[src/rtl/uart_pkg.sv]
// Shared definitions for the memory-mapped UART: register map, STATUS/CTRL bit
// positions, shifter state encodings and the reset baud divisor helper.
package uart_pkg;

    localparam logic [1:0] REG_DATA   = 2'd0;
    localparam logic [1:0] REG_STATUS = 2'd1;
    localparam logic [1:0] REG_CTRL   = 2'd2;
    localparam logic [1:0] REG_BAUD   = 2'd3;

    localparam int unsigned ST_TX_BUSY = 0;
    localparam int unsigned ST_RX_PEND = 1;
    localparam int unsigned ST_TX_FULL = 2;
    localparam int unsigned ST_OVERRUN = 3;
    localparam int unsigned ST_PAR_ERR = 4;

    localparam int unsigned CT_RX_IE   = 0;
    localparam int unsigned CT_TXE_IE  = 1;
    localparam int unsigned CT_PAR_ODD = 2;

    typedef enum logic [2:0] {TxIdle, TxStart, TxData, TxParity, TxStop} tx_state_e;
    typedef enum logic [2:0] {RxIdle, RxStart, RxData, RxParity, RxStop} rx_state_e;

    // Rounded clock cycles per bit for the reset baud rate.
    function automatic int unsigned default_div(int unsigned clk_freq, int unsigned baud_rate);
        return (clk_freq + baud_rate / 2) / baud_rate;
    endfunction

endpackage

[src/rtl/uart_sync_fifo.sv]
// Synchronous FIFO with flush. A push into a full FIFO is accepted when a pop
// happens in the same cycle; pops on an empty FIFO are ignored.
module uart_sync_fifo #(
    parameter int unsigned WIDTH = 8,
    parameter int unsigned DEPTH = 8
) (
    input  logic                     i_clk,
    input  logic                     i_rst,
    input  logic                     i_flush,
    input  logic                     i_push,
    input  logic [WIDTH-1:0]         i_wdata,
    input  logic                     i_pop,
    output logic [WIDTH-1:0]         o_rdata,
    output logic                     o_full,
    output logic                     o_empty,
    output logic [$clog2(DEPTH):0]   o_count
);
    localparam int unsigned AW = $clog2(DEPTH);

    logic [WIDTH-1:0] mem_q [DEPTH];
    logic [AW-1:0]    wr_q, rd_q;
    logic [AW:0]      cnt_q;
    logic             do_push, do_pop;

    assign o_empty = (cnt_q == '0);
    assign o_full  = (cnt_q == (AW+1)'(DEPTH));
    assign o_count = cnt_q;
    assign o_rdata = mem_q[rd_q];
    assign do_pop  = i_pop & ~o_empty;
    assign do_push = i_push & (~o_full | do_pop);

    // Storage array, no reset needed.
    always_ff @(posedge i_clk) begin
        if (do_push) mem_q[wr_q] <= i_wdata;
    end

    // Wrapping pointers and occupancy count.
    always_ff @(posedge i_clk or negedge i_rst) begin
        if (!i_rst) begin
            wr_q  <= '0;
            rd_q  <= '0;
            cnt_q <= '0;
        end else if (i_flush) begin
            wr_q  <= '0;
            rd_q  <= '0;
            cnt_q <= '0;
        end else begin
            if (do_push) wr_q <= wr_q + AW'(1);
            if (do_pop)  rd_q <= rd_q + AW'(1);
            cnt_q <= cnt_q + (AW+1)'(do_push) - (AW+1)'(do_pop);
        end
    end

endmodule

[src/rtl/uart_fifo_mmio.sv]
// Memory-mapped UART with TX/RX FIFOs, runtime baud divisor, RX overrun flag
// and a maskable level IRQ. Define UART_PARITY_EN for a parity bit after the
// data bits (even, or odd when CTRL[2] is set); otherwise frames are 8N1.
module uart_fifo_mmio
    import uart_pkg::*;
#(
    parameter int unsigned CLK_FREQ   = 100_000_000,
    parameter int unsigned BAUD_RATE  = 115200,
    parameter int unsigned FIFO_DEPTH = 8,
    parameter int unsigned DIV_W      = 16
) (
    input  logic        i_clk,
    input  logic        i_rst,
    input  logic        i_sel,
    input  logic        i_we,
    input  logic        i_re,
    input  logic [15:0] i_addr,
    input  logic [15:0] i_wdata,
    output logic [15:0] o_rdata,
    input  logic        i_uart_rx,
    output logic        o_uart_tx,
    output logic        o_irq_req
);
    localparam logic [DIV_W-1:0] DivRst = DIV_W'(default_div(CLK_FREQ, BAUD_RATE));
`ifdef UART_PARITY_EN
    localparam bit ParEn = 1'b1;
`else
    localparam bit ParEn = 1'b0;
`endif

    logic [1:0] reg_idx;
    logic       wr_en, rd_en;
    logic [2:0] ctrl_q;
    logic [DIV_W-1:0] baud_q;
    logic       ovr_q, irq_q, par_err;
    logic       tx_push, tx_pop, tx_full, tx_empty, tx_busy, tx_tick;
    logic       rx_push, rx_pop, rx_full, rx_empty, rx_flush, rx_tick, rx_ovf;
    logic [7:0] tx_head, rx_head;
    logic [$clog2(FIFO_DEPTH):0] tx_count, rx_count;
    logic       unused_sig;

    tx_state_e        tx_st_q;
    logic [DIV_W-1:0] tx_cnt_q, tx_div_q;
    logic [2:0]       tx_bit_q;
    logic [7:0]       tx_sh_q;
    logic             tx_q;

    rx_state_e        rx_st_q;
    logic [DIV_W-1:0] rx_cnt_q, rx_div_q;
    logic [2:0]       rx_bit_q;
    logic [7:0]       rx_sh_q;
    logic             rx_s1_q, rx_s2_q, rx_prev_q;
`ifdef UART_PARITY_EN
    logic             tx_par_q, rx_par_bad_q, perr_q;
    assign par_err = perr_q;
`else
    assign par_err = 1'b0;
`endif

    assign reg_idx    = i_addr[2:1];
    assign wr_en      = i_sel & i_we;
    assign rd_en      = i_sel & i_re;
    assign unused_sig = ^{i_addr[15:3], i_addr[0], tx_count, rx_count};

    assign tx_push  = wr_en & (reg_idx == REG_DATA);
    assign tx_tick  = (tx_cnt_q == tx_div_q - DIV_W'(1));
    assign tx_pop   = ~tx_empty & ((tx_st_q == TxIdle) | ((tx_st_q == TxStop) & tx_tick));
    assign tx_busy  = (tx_st_q != TxIdle) | ~tx_empty;

    assign rx_tick  = (rx_cnt_q == rx_div_q - DIV_W'(1));
    assign rx_push  = (rx_st_q == RxStop) & rx_tick & rx_s2_q;
    assign rx_pop   = rd_en & (reg_idx == REG_DATA) & ~rx_empty;
    assign rx_flush = wr_en & (reg_idx == REG_STATUS) & i_wdata[ST_RX_PEND];
    assign rx_ovf   = rx_push & rx_full & ~rx_pop;

    assign o_uart_tx = tx_q;
    assign o_irq_req = irq_q;

    uart_sync_fifo #(.WIDTH(8), .DEPTH(FIFO_DEPTH)) u_tx_fifo (
        .i_clk(i_clk), .i_rst(i_rst), .i_flush(1'b0), .i_push(tx_push), .i_wdata(i_wdata[7:0]),
        .i_pop(tx_pop), .o_rdata(tx_head), .o_full(tx_full), .o_empty(tx_empty), .o_count(tx_count)
    );

    uart_sync_fifo #(.WIDTH(8), .DEPTH(FIFO_DEPTH)) u_rx_fifo (
        .i_clk(i_clk), .i_rst(i_rst), .i_flush(rx_flush), .i_push(rx_push), .i_wdata(rx_sh_q),
        .i_pop(rx_pop), .o_rdata(rx_head), .o_full(rx_full), .o_empty(rx_empty), .o_count(rx_count)
    );

    // Register read mux; zero unless a selected read is in progress.
    always_comb begin
        o_rdata = '0;
        if (rd_en) begin
            unique case (reg_idx)
                REG_DATA:   o_rdata = rx_empty ? 16'h0000 : {8'h00, rx_head};
                REG_STATUS: o_rdata = {11'd0, par_err, ovr_q, tx_full, ~rx_empty, tx_busy};
                REG_CTRL:   o_rdata = {13'd0, ctrl_q};
                default:    o_rdata = 16'(baud_q);
            endcase
        end
    end

    // Control/status registers and the registered interrupt request.
    always_ff @(posedge i_clk or negedge i_rst) begin
        if (!i_rst) begin
            ctrl_q <= '0;
            baud_q <= DivRst;
            ovr_q  <= 1'b0;
            irq_q  <= 1'b0;
`ifdef UART_PARITY_EN
            perr_q <= 1'b0;
`endif
        end else begin
            if (wr_en && reg_idx == REG_CTRL) ctrl_q <= {ParEn & i_wdata[2], i_wdata[1:0]};
            if (wr_en && reg_idx == REG_BAUD) begin
                baud_q <= (i_wdata[DIV_W-1:0] < DIV_W'(4)) ? DIV_W'(4) : i_wdata[DIV_W-1:0];
            end
            if (rx_ovf) ovr_q <= 1'b1;
            else if (wr_en && reg_idx == REG_STATUS && i_wdata[ST_OVERRUN]) ovr_q <= 1'b0;
`ifdef UART_PARITY_EN
            if (rx_push && rx_par_bad_q) perr_q <= 1'b1;
            else if (wr_en && reg_idx == REG_STATUS && i_wdata[ST_PAR_ERR]) perr_q <= 1'b0;
`endif
            irq_q <= (ctrl_q[CT_RX_IE] & ~rx_empty) | (ctrl_q[CT_TXE_IE] & ~tx_busy) | ovr_q;
        end
    end

    // TX shifter; the divisor is latched at each start bit so BAUD writes never split a frame.
    always_ff @(posedge i_clk or negedge i_rst) begin
        if (!i_rst) begin
            tx_st_q  <= TxIdle;
            tx_cnt_q <= '0;
            tx_div_q <= DivRst;
            tx_bit_q <= '0;
            tx_sh_q  <= '0;
            tx_q     <= 1'b1;
`ifdef UART_PARITY_EN
            tx_par_q <= 1'b0;
`endif
        end else if (tx_pop) begin
            tx_st_q  <= TxStart;
            tx_cnt_q <= '0;
            tx_div_q <= baud_q;
            tx_bit_q <= '0;
            tx_sh_q  <= tx_head;
            tx_q     <= 1'b0;
`ifdef UART_PARITY_EN
            tx_par_q <= ^tx_head ^ ctrl_q[CT_PAR_ODD];
`endif
        end else if (tx_st_q != TxIdle) begin
            if (!tx_tick) begin
                tx_cnt_q <= tx_cnt_q + DIV_W'(1);
            end else begin
                tx_cnt_q <= '0;
                unique case (tx_st_q)
                    TxStart: begin
                        tx_st_q <= TxData;
                        tx_q    <= tx_sh_q[0];
                    end
                    TxData: begin
                        if (tx_bit_q == 3'd7) begin
`ifdef UART_PARITY_EN
                            tx_st_q <= TxParity;
                            tx_q    <= tx_par_q;
`else
                            tx_st_q <= TxStop;
                            tx_q    <= 1'b1;
`endif
                        end else begin
                            tx_bit_q <= tx_bit_q + 3'd1;
                            tx_sh_q  <= tx_sh_q >> 1;
                            tx_q     <= tx_sh_q[1];
                        end
                    end
`ifdef UART_PARITY_EN
                    TxParity: begin
                        tx_st_q <= TxStop;
                        tx_q    <= 1'b1;
                    end
`endif
                    // End of stop bit with nothing queued.
                    default: begin
                        tx_st_q <= TxIdle;
                        tx_q    <= 1'b1;
                    end
                endcase
            end
        end
    end

    // RX synchroniser and deserialiser; samples are taken at bit centres after a half-bit start check.
    always_ff @(posedge i_clk or negedge i_rst) begin
        if (!i_rst) begin
            rx_s1_q   <= 1'b1;
            rx_s2_q   <= 1'b1;
            rx_prev_q <= 1'b1;
            rx_st_q   <= RxIdle;
            rx_cnt_q  <= '0;
            rx_div_q  <= DivRst;
            rx_bit_q  <= '0;
            rx_sh_q   <= '0;
`ifdef UART_PARITY_EN
            rx_par_bad_q <= 1'b0;
`endif
        end else begin
            rx_s1_q   <= i_uart_rx;
            rx_s2_q   <= rx_s1_q;
            rx_prev_q <= rx_s2_q;
            if (rx_st_q == RxIdle) begin
                if (rx_prev_q && !rx_s2_q) begin
                    rx_st_q  <= RxStart;
                    rx_cnt_q <= '0;
                    rx_div_q <= baud_q;
                end
            end else if (rx_st_q == RxStart) begin
                if (rx_cnt_q == (rx_div_q >> 1) - DIV_W'(1)) begin
                    rx_cnt_q <= '0;
                    rx_bit_q <= '0;
                    rx_st_q  <= rx_s2_q ? RxIdle : RxData;
                end else begin
                    rx_cnt_q <= rx_cnt_q + DIV_W'(1);
                end
            end else if (!rx_tick) begin
                rx_cnt_q <= rx_cnt_q + DIV_W'(1);
            end else begin
                rx_cnt_q <= '0;
                unique case (rx_st_q)
                    RxData: begin
                        rx_sh_q  <= {rx_s2_q, rx_sh_q[7:1]};
                        rx_bit_q <= rx_bit_q + 3'd1;
`ifdef UART_PARITY_EN
                        if (rx_bit_q == 3'd7) rx_st_q <= RxParity;
`else
                        if (rx_bit_q == 3'd7) rx_st_q <= RxStop;
`endif
                    end
`ifdef UART_PARITY_EN
                    RxParity: begin
                        rx_par_bad_q <= rx_s2_q ^ (^rx_sh_q) ^ ctrl_q[CT_PAR_ODD];
                        rx_st_q      <= RxStop;
                    end
`endif
                    // Stop bit sampled; push (if high) is handled combinationally.
                    default: rx_st_q <= RxIdle;
                endcase
            end
        end
    end

endmodule

[config.mk]
export PLATFORM = sky130hd
export DESIGN_NAME = uart_fifo_mmio
export DESIGN_NICKNAME = d
export VERILOG_FILES = /design/src/rtl/uart_pkg.sv /design/src/rtl/uart_sync_fifo.sv /design/src/rtl/uart_fifo_mmio.sv
export SDC_FILE = /design/constraint.sdc
export NUM_CORES = 1
export LEC_CHECK = 0
export ABC_AREA = 1
export CAP_MARGIN = 10
export CORE_UTILIZATION = 50
export DETAILED_ROUTE_END_ITERATION = 10
export PLACE_DENSITY_LB_ADDON = 0.15
export SLEW_MARGIN = 10
export SYNTH_ARGS = -nofsm -noshare
export SYNTH_HDL_FRONTEND = slang
export SYNTH_HIERARCHICAL = 1
export SYNTH_SLANG_ARGS = --single-unit
[constraint.sdc]
create_clock -name i_clk -period 3.3 [get_ports i_clk]
set_input_delay 0.66 -clock i_clk [delete_from_list [all_inputs] [get_ports i_clk]]
set_output_delay 0.66 -clock i_clk [all_outputs]
set_load 0.02 [all_outputs]
# ---- After elaboration in Yosys (flattened, before gate mapping)
# Memory sizes are Yosys's and may differ from the RTL's.
# Cells that the tools add are included.
dict set report totals {
  regBits 136
  ramBits 128
  input_bits 38
  wordCells 180
  memories 2
}
# memory depth word_bits read_ports rd_clocked_by_memory_dff write_ports line
set mem_list {}
lappend mem_list {u_rx_fifo.mem_q 8 8 1 0 1 uart_sync_fifo.sv:20} ;# logic [WIDTH-1:0] mem_q [DEPTH];
lappend mem_list {u_tx_fifo.mem_q 8 8 1 0 1 uart_sync_fifo.sv:20}
dict set report op_classes {
  n_addsub 15
  magnitude_cmp 1
  n_eq_ne 22
  n_mux 55
  bitwise_logic 33
  reduce_logical 28
}
# cell count
set ops {}
lappend ops {{2-to-1 mux 16 bit} 10}
lappend ops {{2-to-1 mux 3 bit} 24}
lappend ops {{equality test 16 bit} 3}
lappend ops {{2-to-1 mux 8 bit} 6}
lappend ops {{one-hot mux 16 bit (3 select lines)} 1}
lappend ops {{adder 16 x 1 -> 16 bit (second input constant)} 2}
lappend ops {{subtractor 16 x 1 -> 16 bit (second input constant)} 2}
lappend ops {{AND 1 bit} 19}
lappend ops {{adder 3 x 1 -> 3 bit (second input constant)} 6}
lappend ops {{< comparator 16 x 3 -> 1 bit (second input constant)} 1}
lappend ops {{AND reduction 4 bit} 4}
lappend ops {{nonzero test 2 bit} 8}
lappend ops {{subtractor 15 x 1 -> 16 bit (second input constant)} 1}
lappend ops {{equality test 3 bit (second input constant)} 4}
lappend ops {{2-to-1 mux 1 bit} 10}
lappend ops {{adder 4 x 1 -> 4 bit} 2}
lappend ops {{equality test 4 bit (second input constant)} 2}
lappend ops {{zero test 4 bit} 2}
lappend ops {{inverter 1 bit} 8}
lappend ops {{subtractor 4 x 1 -> 4 bit} 2}
lappend ops {{equality test 3 x 1 -> 1 bit (second input constant)} 2}
lappend ops {{equality test 3 x 2 -> 1 bit (second input constant)} 2}
lappend ops {{zero test 3 bit} 2}
lappend ops {{inequality test 2 x 1 -> 1 bit (second input constant)} 3}
lappend ops {{other kinds (15)} 28}

# ---- Logic depth before layout (Yosys ltp)
# Gate-level depths: netlist (run 1).
dict set report logic_depth {
  depth_word 10
  ltp_mapped 24
}

# ---- By module
# Netlist (run 1), hierarchy kept.
# module instances cells_each area_per_inst_um2 seq_area_each_um2
set by_module_without_submodules {}
lappend by_module_without_submodules {uart_fifo_mmio 1 1016 7315.8 2926.6}
lappend by_module_without_submodules {{uart_sync_fifo (u_tx_fifo)} 1 276 3190.6 2172.1}
lappend by_module_without_submodules {{uart_sync_fifo (u_rx_fifo)} 1 276 3179.3 2172.1}

# ---- Least setup slack after synthesis (run 1)
# No wires, ideal clock.
dict set report synth_path {
  kind {register to register}
  from {register tx_div_q[0]}
  to {memory u_tx_fifo.mem_q[0][0], enable pin}
  setup_time_ps 383
  arrival_time_ps 2961
  t_required_ps 2917
  setup_slack_ps -45
  stages_incl_launch_ff 19
  cell_sequence {dfrtp_1 inv_1 ha_1 nand3_1 nor2_4 nand2_1 nand2_1 nand3_1 nor2_1 nand3_1 o21bai_4 nand2_4 buf_6 inv_1 nand2_4 nand2_4 nand2_4 buf_8 nor3_1}
}
dict set report synth_via {
  elab_chain_cells 10
}
# element line
set synth_rtl {}
lappend synth_rtl {{from (decl)} uart_fifo_mmio.sv:43} ;# logic [DIV_W-1:0] tx_cnt_q, tx_div_q;
lappend synth_rtl {{from (signal assigned)} uart_fifo_mmio.sv:132} ;# tx_div_q <= DivRst;
lappend synth_rtl {{from (signal assigned)} uart_fifo_mmio.sv:142} ;# tx_div_q <= baud_q;
lappend synth_rtl {{subtractor 16 x 1 -> 16 bit} uart_fifo_mmio.sv:66} ;# assign tx_tick = (tx_cnt_q == tx_div_q - DIV_W'(1));
lappend synth_rtl {{equality test 16 bit} uart_fifo_mmio.sv:66}
lappend synth_rtl {{AND 1 bit} uart_fifo_mmio.sv:67} ;# assign tx_pop = ~tx_empty & ((tx_st_q == TxIdle) | ((tx_st_q == TxStop) & tx_tick));
lappend synth_rtl {{bitwise OR 1 bit} uart_fifo_mmio.sv:67}
lappend synth_rtl {{AND 1 bit} uart_fifo_mmio.sv:67}
lappend synth_rtl {{net tx_pop} uart_fifo_mmio.sv:36} ;# logic tx_push, tx_pop, tx_full, tx_empty, tx_busy, tx_tick;
lappend synth_rtl {{AND 1 bit} uart_sync_fifo.sv:29} ;# assign do_pop = i_pop & ~o_empty;
lappend synth_rtl {{bitwise OR 1 bit} uart_sync_fifo.sv:30} ;# assign do_push = i_push & (~o_full | do_pop);
lappend synth_rtl {{AND 1 bit} uart_sync_fifo.sv:30}
lappend synth_rtl {{2-to-1 mux 1 bit} uart_sync_fifo.sv:34} ;# if (do_push) mem_q[wr_q] <= i_wdata;
lappend synth_rtl {{2-to-1 mux 1 bit (implied by the code)} uart_sync_fifo.sv:34}
lappend synth_rtl {{to (decl)} uart_sync_fifo.sv:20}
# The timed path passes the listed nets, and every way through them passes these cells.

# ---- Worst setup path after layout (run 1)
dict set report layout_path {
  from {register u_rx_fifo.rd_q[0]}
  to {output port o_rdata[1]}
}
dict set report layout_via {
  elab_chain_cells 4
}
# element line
set layout_rtl {}
lappend layout_rtl {{from (decl)} uart_sync_fifo.sv:21} ;# logic [AW-1:0] wr_q, rd_q;
lappend layout_rtl {{from (signal assigned)} uart_sync_fifo.sv:49} ;# if (do_pop) rd_q <= rd_q + AW'(1);
lappend layout_rtl {{memory read (8 x 8 bit)} n/a}
lappend layout_rtl {{net rx_head[1]} uart_fifo_mmio.sv:38} ;# logic [7:0] tx_head, rx_head;
lappend layout_rtl {{2-to-1 mux 8 bit} uart_fifo_mmio.sv:94} ;# REG_DATA: o_rdata = rx_empty ? 16'h0000 : {8'h00, rx_head};
lappend layout_rtl {{one-hot mux 16 bit (3 select lines)} uart_fifo_mmio.sv:93} ;# unique case (reg_idx)
lappend layout_rtl {{2-to-1 mux 16 bit} uart_fifo_mmio.sv:92} ;# if (rd_en) begin
lappend layout_rtl {{to (decl)} uart_fifo_mmio.sv:19} ;# output logic [15:0] o_rdata,
# The timed path passes the listed nets, and every way through them passes these cells.

==> impl_results.md, run 1 <==
- Die width: about 170 um
- Vias: 10.6k
- PwrDens: 766 nW/um^2
- Layout cell share with drive strength beyond 1: between 10% and 20%
- Initial antenna violation count: 0
- NumNets Final: 1,728
- Most area-consuming cells after synthesis: edfxtp_1 (28%), dfrtp_1 (21%), nand2_1 (10%)
- Clk_lat worst skew: roughly 0.54 ns
- Syn. warnings: 6
- Final hold vios: 0
- N_diodes: 0
- Critical Path RT: roughly 2.6 ns
- First-pass GRT wire length: just over 50,000 um
- Filler Cell Count: roughly 2.4k
- Commonest non-fill, non-tap cell in the layout: nand2_1
- CP cell instances: buf_12, nor2_1, nor2_1, o21ai_1, o21ai_1, nand2_1, nand2_1, nor2_1, nor3_1, a221oi_2, nor2_2, clkdlybuf4s15_1
- Yosys top cell by area: edfxtp_1
- Post-Place Worst Slack: -0.0180 ns
- Clock buffer depth: 3
- Setup violators final: 0
- Cell count after synthesis: 1,568
- Clk sinks: 264
- Nature of the critical path endpoint: primary output
- Detailed Routing Iterations Pass 1: 5
- Final WS setup: 0.138 ns
- Total core area: 26,900 sq um
- Post-synth design cell area: roughly 14,000 sq um
- Initial core utilization: about half
- Slew Viols, Final: 0
- Sequential share of the synthesized area: a little over half
- Gr ovfl total: 0
- Drt wl/cell: about 15 um
- CTS root buffer: clkbuf_16
- EDFF count, synth: ~130
- Die Y: 167 um
- CP max-delay cell: dfrtp_2
- Row cnt: 60
- Die area: ~28,000 sq um
- Slowest stage delay, CP: around 0.48 ns
- Leakage power: 7.20 nW
- PnR Total Power: roughly 12 mW
- Vias in the first global route: ~10k
- CP most frequent cell: nor2_1
- Delay-heaviest family, CP: simple AND/OR/NAND/NOR gates
- Post-route clock skew: between 0.008 and 0.009 ns
- GP Congestion: 0.867
- Crit path kind: register to primary output
- Crit path buffers/inverters: 2
- Commonest cells after routing, fill and taps aside: nand2_1 (370), nor2_1 (211), inv_1 (137)
- FMAX: approximately 320 MHz
- Fin crit period: 3.16 ns
- Worst hold path class: input pin to asynchronous set/reset pin
- TNS Setup: 0 ns
- Actual slew at the worst max-slew pin: a little over 0.9 ns
- CTS Buf Count: 29
- DRT Wirelength: between 30,000 and 40,000 um
- Clk slew on worst S/H paths: ~0.06 ns
- Synthesis-to-finish area growth: 16.5%
- GRT Total Usage: 22.8%
- Status: completed
- H-Tree Level Count: 1
- Library cells used by synthesis: 53
- I/O Buffers: 41
- DR iter-0 viols: 771
- Top_reg_cell synth: edfxtp_1
- Arrival time at the worst endpoint: approximately 2.5 ns
- Post-synth top area share: 28.1%
- Tcrit/Tclk final: between 90% and 100%
- VDD IR-drop max: 0.643 mV
- Worst Path Max Fanout: 6
- Ports: 56
- Critical Path Source Type: register
- Max Cap Viol: 0
- Relative slew slack: between 30 and 40%
- Async S/R FF share, synth: 51.5%
- RSZ-0062 raised after global routing: yes
- CTS tree: built
- Final HPWL DP: about 22,000 um
- Seq cells post-synth: approximately 260
- # DRC: 0
- Largest net degree at the start of global routing: between 70 and 80
- Syn avg cell area: ~8.7 sq um
- Final ANT Viol Nets: 0
- Vias per cell: between 5 and 6
cell families (layout without fill, tap and decap cells):
family	count (synthesis)	after routing	share of synthesized area (%)
AO/OA/AOI/OAI	216	216	8.51
XOR/XNOR	76	76	4.86
flip-flops	264	264	53.1
other	1	5	0.0274
buffers and inverters	197	311	6.05
multiplexers	2	2	0.247
AND/OR/NAND/NOR	786	786	24.7
adder cells (fa/ha/maj)	26	26	2.49
path summary, 6_finish.rpt:
| kind | start | cells past startpoint | slack [ns] | end |
|---|---|---|---|---|
| max in group asynchronous | i_rst | 2 | 2.33 | baud_q[2]$_DFFE_PN1P_ |
| worst max register to register | rx_div_q[1]$_DFFE_PN0P_ | 18 | 0.21 | u_rx_fifo/o_count[1]$_DFF_PN0_ |
| worst min-delay path | i_rst | 1 | 0.12 | u_tx_fifo/wr_q[0]$_DFFE_PN0P_ |
| worst min register to register | rx_s1_q$_DFF_PN1_ | 0 | 0.36 | rx_s2_q$_DFF_PN1_ |
| worst max-delay path | u_rx_fifo/rd_q[0]$_DFFE_PN0P_ | 12 | 0.14 | o_rdata[1] |
| min in group i_clk | rx_s1_q$_DFF_PN1_ | 0 | 0.36 | rx_s2_q$_DFF_PN1_ |
flip-flops by register name, indices dropped and copies added (netlist names), 8 cells and up:
register         cells
tx_sh_q              8
tx_cnt_q            16
u_rx_fifo/mem_q     64
u_tx_fifo/mem_q     64
rx_sh_q              8
baud_q              16
rx_cnt_q            16
rx_div_q            16
tx_div_q            16
stage by stage:
stage	util, %	cells	hold slack, ns	cell area, sq um
global placement	54.9	1967	0.346	14800
finish	59.3	2027	0.118	15900
floorplan	-	1572	0.345	13700
global route	59.3	2027	0.172	15900
CTS	58.9	2023	0.145	15800
detailed placement	54.9	1967	0.353	14800
worst register-to-register path, delay by kind of cell (launching register included):
family / cells / cell delay, ns
adder cells (fa/ha/maj): 3 / 1.01
buffers and inverters: 4 / 0.43
AO/OA/AOI/OAI: 1 / 0.30
flip-flops: 1 / 0.38
AND/OR/NAND/NOR: 10 / 0.91
final cells by class:
class | count | area, sq um | share of cell area, %
clock buffer | 36 | 762 | 4.78
clock inverter | 17 | 269 | 1.69
inverter | 149 | 562 | 3.52
multi-input combinational | 1111 | 5680 | 35.6
sequential | 264 | 7280 | 45.6
tap | 341 | 427 | 2.68
timing repair buffer | 109 | 970 | 6.08
synth_stat cells (2+ instances only):
cell / instances
clkbuf_2: 2
o21ai_1: 87
ha_1: 24
edfxtp_1: 128
nand2_1: 375
buf_4: 5
a32o_1: 4
nor3b_1: 4
a21oi_1: 19
nor2_4: 3
xnor2_1: 24
dfrtp_1: 117
nand3_2: 5
nand3b_1: 7
inv_2: 9
nor2_1: 220
nor2_2: 6
inv_1: 139
nand3_1: 68
o211ai_1: 4
buf_2: 21
fa_1: 2
or2_1: 3
nor3b_2: 2
o22ai_1: 7
nor3_1: 43
nand2_4: 5
nand2_2: 9
nor4_1: 5
o21ai_0: 84
xor2_1: 52
nand4_1: 25
a31oi_1: 2
or2_2: 4
clkbuf_1: 15
dfstp_2: 19
buf_6: 4
repair_timing:
action / 4_1_cts / 5_1_grt
pin swaps: 0 / 3
resized for setup: 8 / 33
hold buffers: 0 / 0
buffers inserted: 3 / 4
setup endpoints to repair: 8 / 55
layer usage:
metal | share of wire [%] | global-route usage (%) | routed length, um | vias to the layer above
li1 | - | - | - | 5364
met1 | 46 | 30.3 | 14300 | 4995
met2 | 48 | 38.8 | 15100 | 161
met3 | 3.2 | 2.51 | 1000 | 56
met4 | 3.2 | 7.82 | 1010 | 0
met5 | 0 | 0 | 0 | -
power by group:
group          internal (mW)  total, mW  switching (mW)
Combinational           1.64       4.19            2.56
Clock                   2.18       3.49            1.31
Sequential              3.97       4.55           0.580
Power figures use the tool's default switching activity.
==> run 2, diff against run 1 <==
- CTS_CLUSTER_SIZE: not set -> 30
==> results of run 2 <==
Same layout as run 1: the final DEF is identical, and so are final timing and power.
==> run 3, diff against run 2 <==
- CORE_MARGIN: not set -> 3
==> impl_results.md, run 3 (synthesis gave the netlist of run 1 again) <==
- Relative slew slack: 40.4% (+1.1 points)
- Tcrit/Tclk final: 96.8% (+1.0 points)
- First-pass GRT wire length: 50,500 um (-1.0%)
- Row cnt: 59 (-1.7%)
- Initial core utilization: 51.6% (+0.72 points)
- Layout cell share with drive strength beyond 1: 12.5% (+0.15 points)
- Status: completed
- Initial antenna violation count: 0 (unchanged)
- Clock buffer depth: 3 (unchanged)
- CTS root buffer: clkbuf_16
- N_diodes: 0 (unchanged)
- Vias in the first global route: 10.0k (-0.91%)
- Area after DPL: 14,700 sq um (-0.25%)
- Max Cap Viol: 0 (unchanged)
- Leakage power: 7.16 nW (-0.64%)
- Post-route clock skew: 0.0118 ns (+0.00347 ns)
- Min Hold Slack: 0.133 ns (+0.0150 ns)
- Critical Path RT: 2.64 ns (about the same)
- CTS Hold Bufs: 0 (unchanged)
- H-Tree Level Count: 1 (unchanged)
- Final hold vios: 0 (unchanged)
- Largest net degree at the start of global routing: 75 (+2.7%)
- Clk_lat worst skew: 0.55 ns (about the same)
- Final WS setup: 0.105 ns (-0.0331 ns)
- Worst Path Max Fanout: 15 (+9)
- Nature of the critical path endpoint: primary output
- Commonest cells after routing, fill and taps aside: nand2_1 (371), nor2_1 (212), inv_1 (137)
- # DRC: 0 (unchanged)
- CTS Buf Count: 29 (unchanged)
- Final HPWL DP: 21,600 um (-1.3%)
- DRT Wirelength: 30,700 um (-2.1%)
- Filler Cell Count: 2,288 (-2.6%)
- Post-Place Worst Slack: 0.0442 ns (+0.0623 ns)
- R2R setup slack: 0.18 ns (-0.03 ns)
- Clk sinks: 264 (unchanged)
- Die area: 29,400 sq um (+4.8%)
- DR iter-0 viols: 662 (-14%)
- Synthesis-to-finish area growth: 16.2%
- Clk slew on worst S/H paths: 0.06 ns (about the same)
- FMAX: 313 MHz (-1.0%)
- Drt wl/cell: 15.2 um (-1.6%)
- Worst hold path class: input pin to asynchronous set/reset pin
- Arrival time at the worst endpoint: 2.53 ns (+0.03 ns)
- Critical Path Source Type: register
- Total core area: 26,500 sq um (-1.4%)
- Die Y: 171 um (+2.4%)
- Vias: 10.6k (+0.066%)
- TNS Setup: 0 ns (unchanged)
- CTS tree: built
- Slew Viols, Final: 0 (unchanged)
- I/O Buffers: 41 (unchanged)
- VDD IR-drop max: 0.489 mV (-24%)
- Ports: 56 (unchanged)
- GP Congestion: 0.864 (-0.28%)
- Detailed Routing Iterations Pass 1: 5 (unchanged)
- Die width: 171 um (+2.4%)
- NumNets Final: 1,723 (-0.29%)
- Vias per cell: 5.25 (+0.56%)
- Actual slew at the worst max-slew pin: 0.891 ns (-0.0161 ns)
- Final ANT Viol Nets: 0 (unchanged)
- GRT Total Usage: 21.3% (-1.4 points)
- Crit path kind: register to primary output
- Top Registers: u_rx_fifo/mem_q (64), u_tx_fifo/mem_q (64)
- Final instance area: 15,900 sq um (-0.30%)
- Gr ovfl total: 0 (unchanged)
- Setup violators final: 0 (unchanged)
- PwrDens: 772 nW/um^2 (+0.72%)
- Fin crit period: 3.19 ns (+0.0331 ns)
- Commonest non-fill, non-tap cell in the layout: nand2_1
[run 3: cell types whose count changed in the layout (fill, tap and decap cells not counted), sizes merged]
cell           change
buf                -5
inv                +5
clkbuf             -4
dlygate4sd2        +4
dlymetal6s2s       -4
bufinv             -1
clkdlybuf4s15      -1
clkinv             +1
clkinvlp           +1
[run 3: timing repair]
| item | 4_1_cts | 5_1_grt |
|---|---|---|
| setup endpoints to repair | 8 | 73 |
| pin swaps | 0 | 8 |
| setup buffers | 0 | 6 |
| resized for setup | 9 | 27 |
[run 3: cell type report]
cell class	count	area (sq um)	share of cell area (%)
clock buffer	31	764	4.81
clock inverter	23	308	1.94
inverter	149	562	3.53
multi-input combinational	1111	5680	35.7
sequential	264	7270	45.7
tap	335	419	2.64
timing repair buffer	104	896	5.63
[run 3: power breakdown]
group | leakage [nW] | internal, mW | total [mW] | switching [mW]
combinational | 3.59 | 1.62 | 4.21 | 2.59
sequential | 3.05 | 3.96 | 4.51 | 0.550
clock | 0.522 | 2.17 | 3.55 | 1.38
total | 7.16 | 7.75 | 12.3 | 4.52
[run 3: path summary, 6_finish.rpt]
kind                                                   to  cells past startpoint                           from
setup reg to reg           u_rx_fifo/o_count[2]$_DFF_PN0_                     16        rx_div_q[0]$_DFFE_PN0P_
min in group i_clk                      rx_s2_q$_DFF_PN1_                      0              rx_s1_q$_DFF_PN1_
hold / removal                     tx_sh_q[4]$_DFFE_PN0P_                      1                          i_rst
hold reg to reg                         rx_s2_q$_DFF_PN1_                      0              rx_s1_q$_DFF_PN1_
max in group asynchronous               rx_s1_q$_DFF_PN1_                      2                          i_rst
setup / recovery                               o_rdata[7]                     10  u_rx_fifo/rd_q[0]$_DFFE_PN0P_
[run 3: metrics by stage]
step	utilization [%]	std cells	power [mW]
finish	60.0	2017	12.3
global route	60.0	2017	13.2
CTS	59.6	2011	12.2
detailed placement	55.5	1957	8.62
global placement	55.5	1957	8.53
floorplan	-	1572	7.51
[run 3: critical path: stages (launching register included)]
cell           delay, ns
dfrtp_1             0.46
buf_4               0.23
buf_4               0.23
nor2_1              0.07
nor2_1              0.07
o21ai_0             0.08
o21ai_1             0.15
nand2_1             0.11
nand2_1             0.09
a32o_1              0.15
dlygate4sd2_1       0.34
[run 3: per-layer routing]
metal	share of wire [%]	up-vias	GRT usage, %	wire, um
met5	0	-	0	0
met4	2.8	0	6.16	855
met3	4.0	48	2.62	1220
met2	47	216	35.3	14500
met1	46	4983	29.9	14200
li1	-	5336	-	-
